### src/rtl/alu_input_ctrl_if.sv
// Operator-side bus between board buttons/switches and the ALU register stage.
// Handshake: the stage has no back-pressure. A strobe is valid for exactly one cycle, and data_in is sampled on the rising edge that closes that cycle.
interface alu_input_ctrl_if #(
  parameter int N = 16
);
  logic         btn_enter;
  logic         btn_undo;
  logic [N-1:0] sw;
  logic [N-1:0] data_in;
  logic         load_A;
  logic         load_B;
  logic         load_Op;
  logic         updateRes;
  logic [3:0]   state_led;

  modport master (
    output btn_enter, btn_undo, sw,
    input  data_in, load_A, load_B, load_Op, updateRes, state_led
  );

  modport slave (
    input  btn_enter, btn_undo, sw,
    output data_in, load_A, load_B, load_Op, updateRes, state_led
  );
endinterface

### src/rtl/alu_input_ctrl.sv
// Debounces the Enter and Undo buttons and steps the operand A -> B -> opcode -> result sequence,
// issuing one-cycle load strobes to the ALU register stage.
module alu_input_ctrl #(
  parameter int N         = 16,
  parameter int DB_CYCLES = 500000
) (
  input  logic             clk,
  input  logic             reset,
  alu_input_ctrl_if.slave  bus
);

  localparam int CW = $clog2(DB_CYCLES + 1);

  typedef enum logic [1:0] {S_A, S_B, S_OP, S_RES} state_t;

  // Bit 0 is Enter and bit 1 is Undo throughout the conditioning path.
  logic [1:0]    btn_raw;
  logic [1:0]    sync1_q;
  logic [1:0]    sync2_q;
  logic [1:0]    stable_q;
  logic [1:0]    stable_dly_q;
  logic [CW-1:0] cnt_q [2];
  logic [1:0]    press;
  logic          enter_go;
  logic          undo_go;

  state_t        state_q;
  state_t        state_d;
  logic          res_entry_q;
  logic [3:0]    led_q;
  logic [N-1:0]  sw_w;

  assign btn_raw = {bus.btn_undo, bus.btn_enter};

  always_ff @(posedge clk or posedge reset) begin
    if (reset) begin
      sync1_q      <= '0;
      sync2_q      <= '0;
      stable_q     <= '0;
      stable_dly_q <= '0;
      for (int i = 0; i < 2; i++) cnt_q[i] <= '0;
    end else begin
      sync1_q      <= btn_raw;
      sync2_q      <= sync1_q;
      stable_dly_q <= stable_q;
      // A mismatch must persist for DB_CYCLES consecutive cycles before it is accepted.
      for (int i = 0; i < 2; i++) begin
        if (sync2_q[i] == stable_q[i]) begin
          cnt_q[i] <= '0;
        end else if (cnt_q[i] == CW'(DB_CYCLES - 1)) begin
          stable_q[i] <= sync2_q[i];
          cnt_q[i]    <= '0;
        end else begin
          cnt_q[i] <= cnt_q[i] + 1'b1;
        end
      end
    end
  end

  assign press    = stable_q & ~stable_dly_q;
  assign enter_go = press[0] & ~press[1];
  assign undo_go  = press[1] & ~press[0];

  always_comb begin
    state_d = state_q;
    case (state_q)
      S_A:   if (enter_go) state_d = S_B;
      S_B:   if (enter_go) state_d = S_OP;  else if (undo_go) state_d = S_A;
      S_OP:  if (enter_go) state_d = S_RES; else if (undo_go) state_d = S_B;
      S_RES: if (enter_go) state_d = S_A;   else if (undo_go) state_d = S_OP;
      default: state_d = S_A;
    endcase
  end

  function automatic logic [3:0] led_of(input state_t s);
    case (s)
      S_A:     led_of = 4'b0001;
      S_B:     led_of = 4'b0010;
      S_OP:    led_of = 4'b0100;
      S_RES:   led_of = 4'b1000;
      default: led_of = 4'b0001;
    endcase
  endfunction

  always_ff @(posedge clk or posedge reset) begin
    if (reset) begin
      state_q     <= S_A;
      res_entry_q <= 1'b0;
      led_q       <= 4'b0001;
    end else begin
      state_q     <= state_d;
      // S_RES is only reachable from S_OP via Enter, so this marks its entry cycle.
      res_entry_q <= (state_q == S_OP) && enter_go;
      led_q       <= led_of(state_d);
    end
  end

  assign sw_w          = bus.sw;
  assign bus.data_in   = sw_w;
  assign bus.load_A    = (state_q == S_A)  && enter_go;
  assign bus.load_B    = (state_q == S_B)  && enter_go;
  assign bus.load_Op   = (state_q == S_OP) && enter_go;
  assign bus.updateRes = res_entry_q;
  assign bus.state_led = led_q;

endmodule

### src/flat_wrapper.sv
// flat-port wrapper written by rule: the top's interface ports become plain ports
module alu_input_ctrl_flat 
#(
  parameter int N         = 16,
  parameter int DB_CYCLES = 500000
)
  (clk, reset, bus_btn_enter, bus_btn_undo, bus_sw, bus_data_in, bus_load_A, bus_load_B, bus_load_Op, bus_updateRes, bus_state_led);
  alu_input_ctrl_if #(.N(N)) bus_i ();
  input  logic clk;
  input  logic reset;
  input wire logic [$bits(bus_i.btn_enter)-1:0] bus_btn_enter;
  input wire logic [$bits(bus_i.btn_undo)-1:0] bus_btn_undo;
  input wire logic [$bits(bus_i.sw)-1:0] bus_sw;
  output wire logic [$bits(bus_i.data_in)-1:0] bus_data_in;
  output wire logic [$bits(bus_i.load_A)-1:0] bus_load_A;
  output wire logic [$bits(bus_i.load_B)-1:0] bus_load_B;
  output wire logic [$bits(bus_i.load_Op)-1:0] bus_load_Op;
  output wire logic [$bits(bus_i.updateRes)-1:0] bus_updateRes;
  output wire logic [$bits(bus_i.state_led)-1:0] bus_state_led;
  assign bus_i.btn_enter = bus_btn_enter;
  assign bus_i.btn_undo = bus_btn_undo;
  assign bus_i.sw = bus_sw;
  assign bus_data_in = bus_i.data_in;
  assign bus_load_A = bus_i.load_A;
  assign bus_load_B = bus_i.load_B;
  assign bus_load_Op = bus_i.load_Op;
  assign bus_updateRes = bus_i.updateRes;
  assign bus_state_led = bus_i.state_led;
  alu_input_ctrl #(.N(N), .DB_CYCLES(DB_CYCLES)) u_core (.clk(clk), .reset(reset), .bus(bus_i));
endmodule
### config.mk
export PLATFORM = sky130hd
export DESIGN_NAME = alu_input_ctrl_flat
export DESIGN_NICKNAME = d
export VERILOG_FILES = /design/src/rtl/alu_input_ctrl_if.sv /design/src/rtl/alu_input_ctrl.sv /design/src/flat_wrapper.sv
export SDC_FILE = /design/constraint.sdc
export NUM_CORES = 1
export LEC_CHECK = 0
export CORE_MARGIN = 8
export CORE_UTILIZATION = 51
export CTS_CLUSTER_SIZE = 12
export DETAILED_ROUTE_END_ITERATION = 10
export PLACE_DENSITY = 0.73
export RECOVER_POWER = 50
export SLEW_MARGIN = 20
export SYNTH_ARGS = -nofsm -noshare
export SYNTH_HDL_FRONTEND = slang
export SYNTH_SLANG_ARGS = --single-unit
### constraint.sdc
create_clock -name clk -period 2.4 [get_ports clk]
set_clock_uncertainty 0.2 [all_clocks]
set_input_delay 0.48 -clock clk [delete_from_list [all_inputs] [get_ports clk]]
set_output_delay 0.48 -clock clk [all_outputs]
set_load 0.005 [all_outputs]
==> flow_summary.yaml <==
synthesis:
  synth-xor-area-share: 0.100
  synth.most_common_cell: "dfrtp_1"
  syn_avg_cell_area_sq_um: 10.2
  synthAdderAreaFrac: 0.00954
  synth-main-ff-cell: "dfrtp_1"
  syn-cell-area_sq_mm: 0.00262
  muxShareOfSynthArea: 0.0124
  yosysUniqueCellTypes: 45
  ys_top_cells_by_area: "dfrtp_1, xnor2_1, nor2_1, buf_4, xor2_1"
  synth-compound-area-share: 0.0649
  synthTopCellsByCount: "dfrtp_1, nor2_1, xnor2_1"
  yosys_warnings: 0
  synth_top_family_by_area: "simple AND/OR/NAND/NOR gates"
  synth.yosys.seq_area_share: 0.506
  synth_top_area_frac: 0.496
  synth_edf_count: 0
  synth_nets: 280
  synth_area_leader_cell: "dfrtp_1"
  synth-async-reset-ratio: 1.00
  synth-simple-area-share: 0.237
  ys_ff_latch: 53
  postSynthCellCount: 258
setup_path:
  critPathSlowestCell: "clkdlybuf4s50_1"
  path_max_fanout: 7
  ff2ff_setup_slack_ns: 0.25
  cp_top_family: "buffers and inverters"
  reg2reg_to: "u_core.stable_q[0]"
  crit_path_cell_trace: "nand2b_1 > nand2_4 > nor3_2 > clkdlybuf4s50_1"
  end_kind: "output pin"
  cp.arrival_ns: 1.64
  reg2reg_from: "u_core.cnt_q[19]"
  cp-start-kind: "flip-flop"
  worstSetupPathType: "flip-flop to output pin"
  cp.required_ns: 1.72
  rr_worst_depth: 5
  critPathMaxStageDelay_ns: 0.51
  crit_buf_inv: 1
placed_design:
  gp_congestion: 0.807
  place_inst: 323
  hpwl_mm: 3.00
  portBuffers: 11
grt:
  grt_overflow: 0
  grtUsageMet2: 0.202
  antenna_found_initial: 0
  use_met1: 0.147
  busiest_layer: "met2"
  grt_max_degree: 33
  grtUsageTotal: 0.123
  grt_pass1_vias: 1689
  grt_pass1_wl_mm: 7.49
  grt_use_met3: 0.0328
layout:
  nets: 284
  drive_gt1_frac: 0.106
  diodes: 0
  layoutNonFillerInstCount: 333
  finish.utilization: 0.564
  synthToLayoutAreaGrowth_pct: 8.35
sta:
  slew_headroom: 0.266
  hold_violations: 0
  maxSlewViolCount: 0
  period_minus_slack_ns: 2.32
  fin_crit_sh: 0.968
  max_freq_mhz: 431
  setup_viol: 0
  worst_pin_slew_ns: 1.10
run:
  maxCapViolCount: 0
clock_tree:
  ctsHoldBuffers: 0
  cts.clk_slew.worst_paths_ns: 0.10
  cts.sinks: 53
  clockBufferDepth: 2
  cts_tree: "built"
  clk_latency_ns: 0.31
  h-tree-depth: 2
  numCtsBuffers: 5
  root_buffer: "clkbuf_8"
die:
  die-width_um: 87.7
  coreArea_sq_mm: 0.00504
  dieHeight_um: 87.7
  start_util: 0.520
  rows: 26
  io_pins: 44
  dieArea_sq_mm: 0.00770
hold_path:
  hold_end: "u_core.sync2_q[1]"
  min_path_type: "flip-flop to flip-flop"
  holdPathStages: 0
  worstHoldStart: "u_core.sync1_q[1]"
detailed_routing:
  routed_wl_mm: 4.41
  viasPerCell: 5.35
  drt_drc_violations_left: 0
  drtAntennaViolNets: 0
  initialDrtViolationCount: 86
  post_drt_wl_per_cell_um: 13.2
  vias: 1783
  dr.pass1.iters: 4
pwr:
  leakage_nw: 1.17
  power.density_mw_per_mm2: 525
  ir_drop_mv: 0.317
outcome:
  status: "finished, final reports clean"
==> worst max-delay path by stage <==
stage,startpoint,to,cells after the start
2_1_floorplan,reset,u_core.bus.state_led[1],1
3_3_place_gp,u_core.stable_dly_q[0],bus_load_Op,4
3_5_place_dp,u_core.stable_dly_q[0],bus_load_Op,4
4_1_cts,u_core.stable_dly_q[0],bus_load_A,4
5_1_grt,u_core.stable_q[1],bus_load_A,4
6_report,u_core.stable_q[1],bus_load_A,4
==> where the power goes <==
| part | internal (W) | leakage (nW) | total, W | switching (W) |
|---|---|---|---|---|
| combinational | 0.0000173 | 0.393 | 0.0000539 | 0.0000366 |
| sequential | 0.000904 | 0.721 | 0.000915 | 0.0000116 |
| clock | 0.000234 | 0.0512 | 0.000523 | 0.000288 |
==> per-stage QoR <==
| stage | instance area (sq um) | power (W) | setup WS, ns | TNS [ns] | hold slack, ns |
|---|---|---|---|---|---|
| 6_report | 2840 | 0.00149 | 0.0775 | 0 | 0.163 |
| 5_1_grt | 2840 | 0.00156 | -0.0187 | -0.0187 | 0.179 |
| 4_1_cts | 2810 | 0.00152 | 0.0114 | 0 | 0.168 |
| 3_5_place_dp | 2710 | 0.000992 | 0.131 | 0 | 0.135 |
| 3_3_place_gp | 2710 | 0.000990 | 0.175 | 0 | 0.137 |
| 2_1_floorplan | 2620 | 0.000992 | 0.435 | 0 | 0.131 |
==> layer usage <==
layer / wire length (um) / vias to the layer above
met3: 161 / 11
met4: 84 / 0
li1: - / 896
met2: 2110 / 19
met1: 2050 / 857
met5: 0 / -
==> sequential cells by signal, summed over array words and instances, names as in the netlist <==
signal and count:
u_core.bus.state_led 4, u_core.stable_dly_q 2, u_core.state_q 2, u_core.sync2_q 2, u_core.cnt_q 38, u_core.stable_q 2
u_core.bus.updateRes 1, u_core.sync1_q 2
==> kinds of logic after synthesis <==
| group | count (synthesis) |
|---|---|
| mux | 3 |
| flops | 53 |
| xor+xnor | 30 |
| buf+inv | 30 |
| fa+ha+maj | 2 |
| simple gates | 119 |
| compound gates | 21 |
==> layout make-up <==
class	count	area (sq um)
clock inverter	2	13.8
tap	70	87.6
clock buffer	6	82.6
inverter	9	33.8
multi-input combinational	175	1140
sequential	53	1330
fill	435	2200
timing repair buffer	18	154
==> layout by cell type (no fill, tap or decap), drive strengths merged, types with 3 or more instances in the layout <==
| cell type | count |
|---|---|
| a21oi | 8 |
| and2 | 3 |
| and4 | 3 |
| buf | 4 |
| clkbuf | 9 |
| clkdlybuf4s50 | 6 |
| clkinv | 3 |
| dfrtp | 52 |
| dlygate4sd3 | 3 |
| inv | 8 |
| nand2 | 13 |
| nand3 | 16 |
| nand4 | 14 |
| nor2 | 35 |
| nor3 | 9 |
| nor4 | 11 |
| o31ai | 3 |
| xnor2 | 20 |
| xor2 | 10 |
==> timing repair <==
item / in CTS / in global routing
pin swaps: 1 / 1
setup buffers: 0 / 2
setup endpoints to repair: 3 / 2
hold endpoints to repair: 0 / 0
resized for setup: 4 / 6
(Power assumes the default switching activity.)
